File: src/rtl/xosera_pkg.sv
// Shared definitions for the Xosera VRAM arbiter: bus-width defaults,
// the read-return owner enum and the wait-counter ceiling.
package xosera_pkg;

    localparam int VRAM_ADDR_W = 16;
    localparam int VRAM_DATA_W = 16;

    // Which requester owns a VRAM cycle; NONE marks an idle or write cycle.
    typedef enum logic [1:0] {
        VID  = 2'd0,
        REGS = 2'd1,
        BLIT = 2'd2,
        NONE = 2'd3
    } owner_t;

    localparam logic [7:0] WAIT_MAX = 8'hFF;

endpackage

File: src/rtl/vram_arb.sv
// Single-port VRAM arbiter: video has absolute priority, host registers and
// blitter share the remaining cycles round-robin. Macro VRAM_ARB_BLIT_EN
// enables the blitter port; without it the blitter inputs are ignored.
module vram_arb
    import xosera_pkg::*;
#(
    parameter int ADDR_W = VRAM_ADDR_W,
    parameter int DATA_W = VRAM_DATA_W
) (
    input  logic              clk,
    input  logic              reset,
    input  logic              vid_req,
    input  logic [ADDR_W-1:0] vid_addr,
    output logic              vid_valid,
    input  logic              regs_req,
    input  logic              regs_wr,
    input  logic [ADDR_W-1:0] regs_addr,
    input  logic [DATA_W-1:0] regs_wdata,
    output logic              regs_ack,
    output logic              regs_valid,
    input  logic              blit_req,
    input  logic              blit_wr,
    input  logic [ADDR_W-1:0] blit_addr,
    input  logic [DATA_W-1:0] blit_wdata,
    output logic              blit_ack,
    output logic              blit_valid,
    output logic [DATA_W-1:0] rd_data,
    output logic              vram_sel,
    output logic              vram_wr,
    output logic [ADDR_W-1:0] vram_addr,
    output logic [DATA_W-1:0] vram_wdata,
    input  logic [DATA_W-1:0] vram_rdata
);

    owner_t     grant;
    owner_t     ret_owner;
    logic       rr_last_blit;   // 0 = REGS won last non-video slot, 1 = BLIT
    logic       blit_req_eff;
    logic [7:0] regs_wait;
    logic [7:0] blit_wait;

`ifdef VRAM_ARB_BLIT_EN
    assign blit_req_eff = blit_req;
`else
    assign blit_req_eff = 1'b0;
`endif

    // NOTE: every output of a combinational block gets a default first, so no
    // path through the if/case chain leaves it unassigned and infers a latch.
    always_comb begin
        grant = NONE;
        if (!reset) begin
            if (vid_req)
                grant = VID;
            else if (regs_req && blit_req_eff)
                grant = rr_last_blit ? REGS : BLIT;
            else if (regs_req)
                grant = REGS;
            else if (blit_req_eff)
                grant = BLIT;
        end
    end

    always_comb begin
        vram_sel   = 1'b0;
        vram_wr    = 1'b0;
        vram_addr  = vid_addr;
        vram_wdata = regs_wdata;
        unique case (grant)
            VID: begin
                vram_sel = 1'b1;
            end
            REGS: begin
                vram_sel   = 1'b1;
                vram_wr    = regs_wr;
                vram_addr  = regs_addr;
                vram_wdata = regs_wdata;
            end
            BLIT: begin
                vram_sel   = 1'b1;
                vram_wr    = blit_wr;
                vram_addr  = blit_addr;
                vram_wdata = blit_wdata;
            end
            default: ;
        endcase
    end

    assign regs_ack = (grant == REGS);
    assign rd_data  = vram_rdata;

    // Valid strobes are masked during reset so a read granted just before
    // reset asserts never reports its data.
    assign vid_valid  = !reset && (ret_owner == VID);
    assign regs_valid = !reset && (ret_owner == REGS);

`ifdef VRAM_ARB_BLIT_EN
    assign blit_ack   = (grant == BLIT);
    assign blit_valid = !reset && (ret_owner == BLIT);
`else
    assign blit_ack   = 1'b0;
    assign blit_valid = 1'b0;
`endif

    // NOTE: state registers use non-blocking assignments so every flop samples
    // the pre-edge values regardless of statement order.
    always_ff @(posedge clk) begin
        if (reset) begin
            rr_last_blit <= 1'b0;
            ret_owner    <= NONE;
        end else begin
            if (grant == REGS || grant == BLIT)
                rr_last_blit <= (grant == BLIT);
            ret_owner <= (vram_sel && !vram_wr) ? grant : NONE;
        end
    end

    // Debug wait counters: count cycles spent requesting without an ack.
    always_ff @(posedge clk) begin
        if (reset) begin
            regs_wait <= 8'd0;
            blit_wait <= 8'd0;
        end else begin
            if (regs_ack)
                regs_wait <= 8'd0;
            else if (regs_req && regs_wait != WAIT_MAX)
                regs_wait <= regs_wait + 8'd1;

            if (grant == BLIT)
                blit_wait <= 8'd0;
            else if (blit_req_eff && blit_wait != WAIT_MAX)
                blit_wait <= blit_wait + 8'd1;
        end
    end

    logic unused_dbg;
`ifdef VRAM_ARB_BLIT_EN
    assign unused_dbg = ^{regs_wait, blit_wait};
`else
    assign unused_dbg = ^{regs_wait, blit_wait, blit_req, blit_wr, blit_addr, blit_wdata};
`endif

endmodule
File: config.mk
export PLATFORM = sky130hd
export DESIGN_NAME = vram_arb
export DESIGN_NICKNAME = d
export VERILOG_FILES = /design/src/rtl/xosera_pkg.sv /design/src/rtl/vram_arb.sv
export SDC_FILE = /design/constraint.sdc
export NUM_CORES = 1
export LEC_CHECK = 0
export BUFFER_PORTS_ARGS = -buffer_cell sky130_fd_sc_hd__buf_4
export CORE_AREA = 2 2 61 63
export CTS_CLUSTER_DIAMETER = 30
export CTS_CLUSTER_SIZE = 14
export DETAILED_ROUTE_END_ITERATION = 8
export DIE_AREA = 0 0 63 65
export HOLD_SLACK_MARGIN = 0.12
export PLACE_DENSITY_LB_ADDON = 0.05
export SYNTH_ARGS = -nofsm -noshare
export SYNTH_HDL_FRONTEND = slang
export SYNTH_SLANG_ARGS = --single-unit
File: constraint.sdc
create_clock -name clk -period 2.2 [get_ports clk]
set_input_delay 0.44 -clock clk [delete_from_list [all_inputs] [get_ports clk]]
set_output_delay 0.44 -clock clk [all_outputs]
set_load 0.02 [all_outputs]
---- Yosys cells after proc, flatten, opt, wreduce, memory -nomap -nowiden ----
Cells that the tools add are included.
storage, ports and cells
  memories kept ........................... 0
  ROM bits ................................ 0
  bits of input ports ..................... 103
  RAM bits ................................ 0
  word-level logic and storage cells ...... 21
  bits in latches ......................... 0
  output and inout bits ................... 55
  register bits ........................... 2
cells by class
  reduce and logical (&&, ||, !) cells .... 9
  div/mod/pow operators ................... 0
  add/subtract/negate cells ............... 0
  shift-type cells ........................ 0
  $lt $le $gt $ge ......................... 0
  equality and inequality tests ........... 3
  bitwise gates (word level) .............. 1
  $mul .................................... 0
  multiplexer cells ....................... 7
operators with widths
  operator            number
  $pmux 16 s2         1
  $mux 16             1
  $mux 2              3
  $eq 2x1->1 const B  2
  $logic_not 2->1     2
  $logic_and 1x1->1   3
  $reduce_or 3->1     1
  $eq 2x2->1 const B  1
  $logic_not 1->1     2
  $pmux 1 s2          1
  $reduce_or 2->1     1
  $mux 1              1
  $not 1->1           1

---- Longest topological paths before layout ----
  word-level depth ........................ 9
  mapped depth ............................ 7

---- Worst setup path before layout ----
No wires, ideal clock.
  kind .................................... input -> output
  from .................................... input port reset
  to ...................................... output port vram_addr[10]
  buffers on the path ..................... 2
  required time ........................... 1760 ps
  cell stages on the path ................. 7
  path slack .............................. -79 ps
  arrival time ............................ 1839 ps
  path through ............................ o21bai_1 > inv_1 > ha_1 > buf_4 > buf_4 > a22oi_1 > o21ai_0
between the ends
  word-level cells in the longest chain between the ends .. 3
  elaborated cells between the ends (all ways) .. 4
  those cells by class .................... eq/ne: 2; mux: 2
ends and longest elaborated chain
  what          line            source
  from (decl)   vram_arb.sv:11  input logic reset,
  $mux 2        vram_arb.sv:52  if (!reset) begin
  $eq 2x1->1    n/a
  net regs_ack  vram_arb.sv:19  output logic regs_ack,
  $pmux 16 s2   vram_arb.sv:69  unique case (grant)
  to (decl)     vram_arb.sv:30  output logic [ADDR_W-1:0] vram_addr,
The timed path passes the listed nets, and every way through them passes these cells.

---- Final worst setup path ----
  from .................................... input port vid_req
  to ...................................... output port vram_wdata[15]
between the ends
  word-level cells in the longest chain between the ends .. 4
ends and longest elaborated chain
  what          line            source
  from (decl)   vram_arb.sv:12  input logic vid_req,
  $mux 2        vram_arb.sv:53  if (vid_req)
  $mux 2        vram_arb.sv:52
  net grant[1]  vram_arb.sv:35  owner_t grant;
  $eq 2x2->1    vram_arb.sv:69
  $mux 16       vram_arb.sv:69
  to (decl)     vram_arb.sv:31  output logic [DATA_W-1:0] vram_wdata,
The timed path passes the listed nets, and every way through them passes these cells.

==> results.ini <==
[grt]
grt_pass1_wl_um=5220
grt_pass1_vias=1125
antenna_found_initial=0
grt-ovfl-total=0
grt_max_degree=36
grtUsageTotal=0.155

[detailed_routing]
vias_per_cell=4.53
wl_um=3490
wl_per_cell_um=13.4
drcViolationCount=0
drtIter0Drc=59
ant_nets=0
vias=1183
first_pass_iters=4

[worst_setup_path]
critPathMaxFanout=22
crit_family=buffers and inverters
cp-end-kind=output port
slowest_delay_ps=350
arrival_ps=1670
critPathLaunchType=input port
crit_buf_inv=3
crit_required_ps=1760
cp_slowest_cell=mux2_2
crit_path_frequent_cell=buf_4
crit_type=in2out
cp_cell_sequence=buf_4 -> o21bai_2 -> ha_2 -> buf_12 -> mux2_2 -> buf_4

[timing]
fmax_mhz=473
finalHoldViolations=0
period_minus_slack_ps=2110
rsz0062_at_grt=false
setup_viol=0
finalMaxSlewViolations=0
timing.final.crit_share=0.961

[floorplanning]
pin_count=158
fp.dieH_um=65
core-area_um2=3500
die_area_um2=4100
core.rowCount=22
start_util=0.246
die_w_um=63

[layout]
reg_top3=ret_owner x2
regMostFlops=ret_owner
largest_reg_flops=2
nFillCells=344
post_layout_nonfiller_instances=261
drive_gt1_frac=0.709
diodes=0
area_growth_pct=102
nets=321

[clocking]
cts_setup_buffers=0
cts_root_buf=clkbuf_4
h-tree-depth=1
cts_sinks=2
numCtsBuffers=3
clkSlewWorstSetupHoldPaths_ps=30
cts_tree=done
clockBufferDepth=2

[synthesis]
synth.distinct_cells=20
synth.top_cells.by_area=mux2_4, buf_4, a22oi_1
syn_area_um2=861
syn_inst=109
ys_warn_count=0
async_flop_share=0
synth_top_area_frac=0.244
yosys-top-cells-count=buf_4, a22oi_1, nand2_1, o21ai_0, mux2_4
synth-seq-area-share=0.0465
synth_most_common_cell=buf_4
synth_seq_cells=2
synthFlopType=dfxtp_1
synth_top_cell_by_area=mux2_4
synth_enable_flop_cells=0
synth_area_per_cell_um2=7.90

[placement]
gp_congestion=0.718
portBuffers=122
placed_cells=258
place_hpwl_um=2860

[power]
power.density_nw_per_um2=331
finalPower_mw=0.575
p_leak_nw=0.913
peakVddDrop_v=0.000257

[worst_hold_path]
whs_endpoint=ret_owner[0]
hold_depth=3
hold_start=reset
min_path_type=in2reg

[flow_run]
max_cap_violations=0

[outcome]
status=complete, no violations

-- layout make-up --
cell class | count | area [um^2] | area share
clock buffer | 3 | 22.5 | 0.0130
inverter | 3 | 11.3 | 0.00648
multi-input combinational | 77 | 604 | 0.348
sequential | 2 | 40.0 | 0.0231
tap | 48 | 60.1 | 0.0346
timing repair buffer | 128 | 998 | 0.575
-- worst max path at each step --
stage / to / slack (ps) / start / cells past startpoint
after floorplan: vram_addr[0] / 30 / vid_req / 5
after global placement: vram_wdata[15] / 0.3 / vid_req / 6
after detailed placement: vram_wdata[15] / -30 / vid_req / 6
after CTS: vram_wdata[15] / 40 / reset / 6
after global routing: vram_wdata[15] / 30 / vid_req / 6
final: vram_wdata[15] / 90 / vid_req / 6
-- where the power goes --
| group | switching [mW] | internal (mW) | leakage, nW |
|---|---|---|---|
| logic | 0.204 | 0.252 | 0.883 |
| registers | 0.00136 | 0.0389 | 0.0165 |
| clock network | 0.0189 | 0.0600 | 0.0138 |
| total | 0.224 | 0.351 | 0.913 |
-- cells by family after synthesis --
family          after synthesis  synth area share
compound gates               36             0.267
fa+ha+maj                     3            0.0436
buf+inv                      31             0.272
flops                         2            0.0465
mux                          16             0.270
other cells                   1           0.00436
simple gates                 20            0.0959
-- timing repair --
action / 4_1_cts / 5_1_grt
endpoints found under the setup margin: 2 / 20
gates resized for setup: 2 / 3
gates cloned: 0 / 0
hold buffers: 0 / 0
-- cell usage in the layout (no fill, tap or decap) --
master      n
conb_1      2
nor3_1      1
mux2_4     14
nand2_1    16
o21ai_0     5
a22oi_1    16
dfxtp_1     2
nor3b_1     1
buf_4     125
o21ai_1    11
o211ai_1    2
a22oi_2     1
ha_1        2
nor2b_2     1
inv_1       3
ha_2        1
buf_12      3
mux2_2      2
o21bai_2    1
clkbuf_4    3
nor2_1      1
-- routing by layer --
layer / vias to the layer above / GRT usage / routed length, um
li1: 577 / - / -
met1: 518 / 0.183 / 1290
met2: 78 / 0.278 / 1800
met3: 10 / 0.0330 / 366
met4: 0 / 0.0472 / 29
met5: - / 0 / 0
-- per-stage QoR --
stage               utilization  instance area (um^2)  hold slack, ps  setup WS, ps  TNS [ps]
floorplan                     -                   865             596          30.8         0
global placement          0.486                  1700             726         0.333         0
detailed placement        0.486                  1700             732         -34.5     -58.9
CTS                       0.495                  1730             505          37.7         0
global route              0.497                  1740             510          29.9         0
finish                    0.497                  1740             496          85.3         0
No activity file was read; power rests on OpenSTA's default activity.
